==> src/rtl/window_variance_calc.sv <==
// Window variance unit: reads the four integral and squared-integral corners of one
// detection window, forms sum/sqsum by inclusion-exclusion and WIN*WIN*sqsum - sum*sum.
module window_variance_calc #(
    parameter int X_W        = 10,
    parameter int Y_W        = 9,
    parameter int INT_DATA_W = 27,
    parameter int SQ_DATA_W  = 35,
    parameter int WIN        = 20,
    parameter int VAR_W      = 48
) (
    input  logic                  clk,
    input  logic                  resetn,
    input  logic                  start,
    input  logic [X_W-1:0]        winX,
    input  logic [Y_W-1:0]        winY,
    input  logic [X_W-1:0]        imgW,
    input  logic [Y_W-1:0]        imgH,
    output logic                  ready,
    output logic                  rd_en,
    output logic [X_W-1:0]        raddrX,
    output logic [Y_W-1:0]        raddrY,
    input  logic [INT_DATA_W-1:0] int_q,
    input  logic [SQ_DATA_W-1:0]  sq_q,
    output logic                  done,
    input  logic                  taken,
    output logic                  err,
    output logic [INT_DATA_W-1:0] sum,
    output logic [SQ_DATA_W-1:0]  sqsum,
    output logic [VAR_W-1:0]      variance
);

    // state | meaning
    // IDLE  | ready, waiting for start; bounds check on request
    // ISSUE | four corner reads A, B, C, D (idx 0..3)
    // DRAIN | last read word (D) returns
    // MULT  | register WIN*WIN*sqsum and sum*sum
    // SUB   | saturating subtract into variance
    // DONE  | result held until taken
    typedef enum logic [2:0] {
        S_IDLE,
        S_ISSUE,
        S_DRAIN,
        S_MULT,
        S_SUB,
        S_DONE
    } state_t;

    localparam logic [VAR_W-1:0] WIN_SQ = VAR_W'(WIN * WIN);

    state_t                  r_state;
    state_t                  w_next;
    logic [1:0]              r_idx;
    logic [X_W-1:0]          r_x;
    logic [Y_W-1:0]          r_y;
    logic                    r_vld;
    logic                    r_neg;
    logic                    r_err;
    logic [INT_DATA_W-1:0]   r_sum;
    logic [SQ_DATA_W-1:0]    r_sqsum;
    logic [VAR_W-1:0]        r_p1;
    logic [VAR_W-1:0]        r_p2;
    logic [VAR_W-1:0]        r_var;
    logic                    w_oob;

    // Widened by one bit so a window near the top of the coordinate range cannot wrap.
    assign w_oob = (({1'b0, winX} + (X_W+1)'(WIN)) > {1'b0, imgW}) ||
                   (({1'b0, winY} + (Y_W+1)'(WIN)) > {1'b0, imgH});

    always_ff @(posedge clk or negedge resetn) begin
        if (!resetn) r_state <= S_IDLE;
        else         r_state <= w_next;
    end

    always_comb begin
        w_next = r_state;
        case (r_state)
            S_IDLE:  if (start) w_next = w_oob ? S_DONE : S_ISSUE;
            S_ISSUE: if (r_idx == 2'd3) w_next = S_DRAIN;
            S_DRAIN: w_next = S_MULT;
            S_MULT:  w_next = S_SUB;
            S_SUB:   w_next = S_DONE;
            S_DONE:  if (taken) w_next = S_IDLE;
            default: w_next = S_IDLE;
        endcase
    end

    always_comb begin
        ready  = (r_state == S_IDLE);
        done   = (r_state == S_DONE);
        rd_en  = (r_state == S_ISSUE);
        raddrX = '0;
        raddrY = '0;
        if (rd_en) begin
            raddrX = r_idx[0] ? (r_x + X_W'(WIN)) : r_x;
            raddrY = r_idx[1] ? (r_y + Y_W'(WIN)) : r_y;
        end
    end

    always_ff @(posedge clk or negedge resetn) begin
        if (!resetn) begin
            r_idx   <= '0;
            r_x     <= '0;
            r_y     <= '0;
            r_vld   <= 1'b0;
            r_neg   <= 1'b0;
            r_err   <= 1'b0;
            r_sum   <= '0;
            r_sqsum <= '0;
            r_p1    <= '0;
            r_p2    <= '0;
            r_var   <= '0;
        end else begin
            // Read data lags the address by one cycle; B and C carry a negative sign.
            r_vld <= rd_en;
            r_neg <= r_idx[0] ^ r_idx[1];
            if (r_vld) begin
                if (r_neg) begin
                    r_sum   <= r_sum - int_q;
                    r_sqsum <= r_sqsum - sq_q;
                end else begin
                    r_sum   <= r_sum + int_q;
                    r_sqsum <= r_sqsum + sq_q;
                end
            end
            case (r_state)
                S_IDLE: begin
                    if (start) begin
                        r_x     <= winX;
                        r_y     <= winY;
                        r_err   <= w_oob;
                        r_sum   <= '0;
                        r_sqsum <= '0;
                        r_var   <= '0;
                        r_idx   <= '0;
                    end
                end
                S_ISSUE: r_idx <= r_idx + 2'd1;
                S_MULT: begin
                    r_p1 <= WIN_SQ * VAR_W'(r_sqsum);
                    r_p2 <= VAR_W'(r_sum) * VAR_W'(r_sum);
                end
                S_SUB:   r_var <= (r_p2 > r_p1) ? '0 : (r_p1 - r_p2);
                default: ;
            endcase
        end
    end

    assign err      = r_err;
    assign sum      = r_sum;
    assign sqsum    = r_sqsum;
    assign variance = r_var;

endmodule

==> config.mk <==
export PLATFORM = sky130hd
export DESIGN_NAME = window_variance_calc
export DESIGN_NICKNAME = d
export VERILOG_FILES = /design/src/rtl/window_variance_calc.sv
export SDC_FILE = /design/constraint.sdc
export NUM_CORES = 2
export LEC_CHECK = 0
export CAP_MARGIN = 5
export CORE_AREA = 2 2 285 400
export DETAILED_ROUTE_END_ITERATION = 8
export DIE_AREA = 0 0 287 402
export SYNTH_ARGS = -nofsm -noshare
export SYNTH_HDL_FRONTEND = slang
export SYNTH_SLANG_ARGS = --single-unit
==> constraint.sdc <==
create_clock -name clk -period 10.1 [get_ports clk]
set_input_delay 2.02 -clock clk [delete_from_list [all_inputs] [get_ports clk]]
set_output_delay 2.02 -clock clk [all_outputs]
set_load 0.01 [all_outputs]
==> flow_summary.yaml <==
status:
  status: "complete, no violations"
clock_tree:
  cts_hold_buf: 0
  clock-sinks: 223
  ctsHtreeMaxLevel: 1
  cts.reportedPaths.clkPinSlew_ns: 0.06
  cts_tree: "yes"
  cts_setup_buffers: 0
  clockBufferDepth: 3
  cts_buffers: 30
  clock_insertion_delay_worst_skew_ns: 0.63
  cts_resized: 0
  cts-root-buf: "clkbuf_16"
logic_synthesis:
  synth-seq-area-share_pct: 14.37
  synth_mux_area_share_pct: 1.202
  synth_ff_type: "dfrtp_1"
  yosys.area_share.simple_pct: 13.07
  synthAdderAreaFrac_pct: 42.83
  synth_xor_xnor_area_share_pct: 5.661
  synth_compound_area_share_pct: 11.70
  postSynthCellCount: 4395
  syn_avg_cell_area_um2: 8.836
  syn_nets: 5482
  syn_area_um2: 38830
  synth_edf_count: 0
  yosys_warnings: 0
  synth-async-reset-ratio_pct: 100.0
  synth_cell_types: 91
  synth_top_family_by_area: "adder cells"
  synth_seq_cells: 223
routing:
  wirelength_mm: 109.5
  via_per_inst: 4.938
  dr.pass1.iters: 7
  wl_per_cell_um: 18.04
  ant_nets: 0
  drc: 0
  route.vias.total: 29953
  drtIter0Drc: 1423
global_routing:
  grt_usage_pct: 19.30
  grt_pass1_wl_mm: 175.5
  grt_pass1_vias: 32297
  grt_remaining_overflow: 0
  grt_max_degree: 103
  antenna_found_initial: 1
worst_setup_path:
  arrival_ns: 8.60
  rrSetupSlack_ns: 1.94
  cp.required_ns: 10.53
  crit_top_cell: "fa_1"
  r2r_end: "r_p2[46]"
  r2r_cells: 25
  critPathMaxStageDelay_ns: 0.56
  timing.rr.start: "sum[10]"
  worst_setup_path_end_kind: "register"
  slowest_stage: "fa_1"
  critical_path_class: "register to register"
  start_kind: "register"
  crit_fanout: 24
floorplanning:
  dieWidth_um: 287
  die_y_um: 402
  start_util_pct: 34.62
  dieArea_um2: 115400
  rows: 146
  design.core.area_um2: 112200
  pin_count: 237
sta:
  whs_ns: 0.4711
  setup_viol: 0
  rsz0062_at_grt: "no"
  maxSlewHeadroom_pct: 33.39
  fin_crit_ns: 8.163
  fmax_ghz: 0.1225
  period_share_pct: 80.82
  slew_violations: 0
  tightest_slew_ns: 0.9900
  finalHoldViolCount: 0
  finalClockSkew_ns: 0.05126
  finalSetupTns_ns: 0
placed_design:
  placed_cells: 6011
  gp_congestion: 0.9092
  dp_hpwl_mm: 90.49
  io_buffers: 236
layout:
  final_cells: 6066
  fin_util_pct: 39.00
  seq_area_um2: 5585
  fin_nets: 5650
  fillerInstances: 11452
  syn_to_final_growth_pct: 12.66
  drive_gt1_share_pct: 2.988
  multiInputGateArea_um2: 28930
worst_hold_path:
  hold_path.class: "register to register"
  hold_depth: 2
  hp-start: "r_p2[47]"
  hold_end: "r_p2[47]"
flow_run:
  max_cap_violations: 0
placed cells by master (no fill, tap or decap), types with 51 or more instances in the layout:
cell type / netlist / layout
inv_1: 965 / 965
fa_1: 577 / 577
nand2_1: 438 / 438
ha_1: 406 / 406
clkdlybuf4s50_1: 0 / 235
nor2_1: 229 / 228
dfrtp_1: 223 / 221
a21oi_1: 198 / 198
xnor2_1: 177 / 177
o21ai_0: 158 / 157
and2_1: 133 / 132
a21o_1: 86 / 86
xor2_1: 74 / 74
nor3_1: 51 / 51
synth_stat cells (all sizes together) (7+ instances only):
| cell type | count | area share, % |
|---|---|---|
| dfrtp | 223 | 14 |
| nand3 | 39 | 0.50 |
| inv | 965 | 9.3 |
| xnor2 | 177 | 4.0 |
| a221oi | 9 | 0.28 |
| a21o | 86 | 1.7 |
| nor4 | 15 | 0.27 |
| o211ai | 14 | 0.28 |
| o21bai | 24 | 0.46 |
| a31oi | 35 | 0.56 |
| or3 | 14 | 0.23 |
| and2 | 135 | 2.2 |
| nor3 | 51 | 0.66 |
| nor2 | 229 | 2.2 |
| fa | 577 | 30 |
| mux2i | 41 | 1.1 |
| ha | 406 | 13 |
| a21oi | 199 | 2.6 |
| and4 | 7 | 0.16 |
| buf | 21 | 0.50 |
| a22o | 43 | 1.0 |
| o31ai | 7 | 0.14 |
| o21a | 24 | 0.46 |
| o21ai | 166 | 2.1 |
| and3 | 22 | 0.36 |
| nor3b | 7 | 0.15 |
| nand2b | 25 | 0.40 |
| nand4 | 31 | 0.50 |
| a211oi | 26 | 0.50 |
| or2 | 7 | 0.11 |
| nand2 | 438 | 4.2 |
| o311ai | 7 | 0.16 |
| nor2b | 37 | 0.60 |
| clkinv | 7 | 0.068 |
| xor2 | 74 | 1.7 |
| clkbuf | 117 | 1.2 |
how the worst max path moves through the flow:
stage | startpoint | to | depth (start not counted)
2_1_floorplan | sum[5] | r_p2[46] | 27
3_3_place_gp | sum[10] | r_p2[46] | 25
3_5_place_dp | sum[10] | r_p2[46] | 25
4_1_cts | sum[10] | r_p2[46] | 25
5_1_grt | sum[10] | r_p2[46] | 25
6_report | sum[10] | r_p2[46] | 25
area by class of cell:
cell class / instances / share of cell area (%)
multi-input combinational: 3059 / 66.13
tap: 1480 / 4.233
sequential: 223 / 12.77
clock buffer: 43 / 2.033
timing repair buffer: 277 / 6.115
clock inverter: 11 / 0.3775
inverter: 972 / 8.340
antenna: 1 / 0.005720
sequential cells by signal, indices dropped and copies added (netlist names):
name      cells
err           1
r_idx         2
r_neg         1
r_p1         40
r_p2         47
r_state       3
r_vld         1
r_x          10
r_y           9
sqsum        35
sum          27
variance     47
cell families (layout without fill, tap and decap cells):
group	after synthesis	count (layout)
buf+inv	1113	1303
simple gates	1079	1079
fa+ha+maj	983	983
compound gates	700	700
xor+xnor	251	251
flops	223	223
mux	46	46
other cells	0	1
worst max-delay path, delay by kind of cell (launching register included):
kind | cells | cell delay (ns)
compound gates | 9 | 2.10
xor+xnor | 1 | 0.18
fa+ha+maj | 8 | 3.93
buf+inv | 6 | 1.15
flops | 1 | 0.32
simple gates | 1 | 0.31
per-stage QoR:
stage	worst slack (ns)	area, µm²
floorplan	2.862	38830
global placement	2.119	42690
detailed placement	2.072	42690
CTS	2.023	43750
global route	1.590	43750
finish	1.937	43750
routing by layer:
metal	track usage [%]	wire, µm	vias to the layer above
met5	0	0	-
met4	8.790	5612	0
met3	2.557	5404	221
met2	34.99	56110	728
met1	22.37	42330	14763
li1	-	-	14241
Power is not shown: default switching activity piles up to over one toggle a cycle in this logic, so the estimate is an artifact.
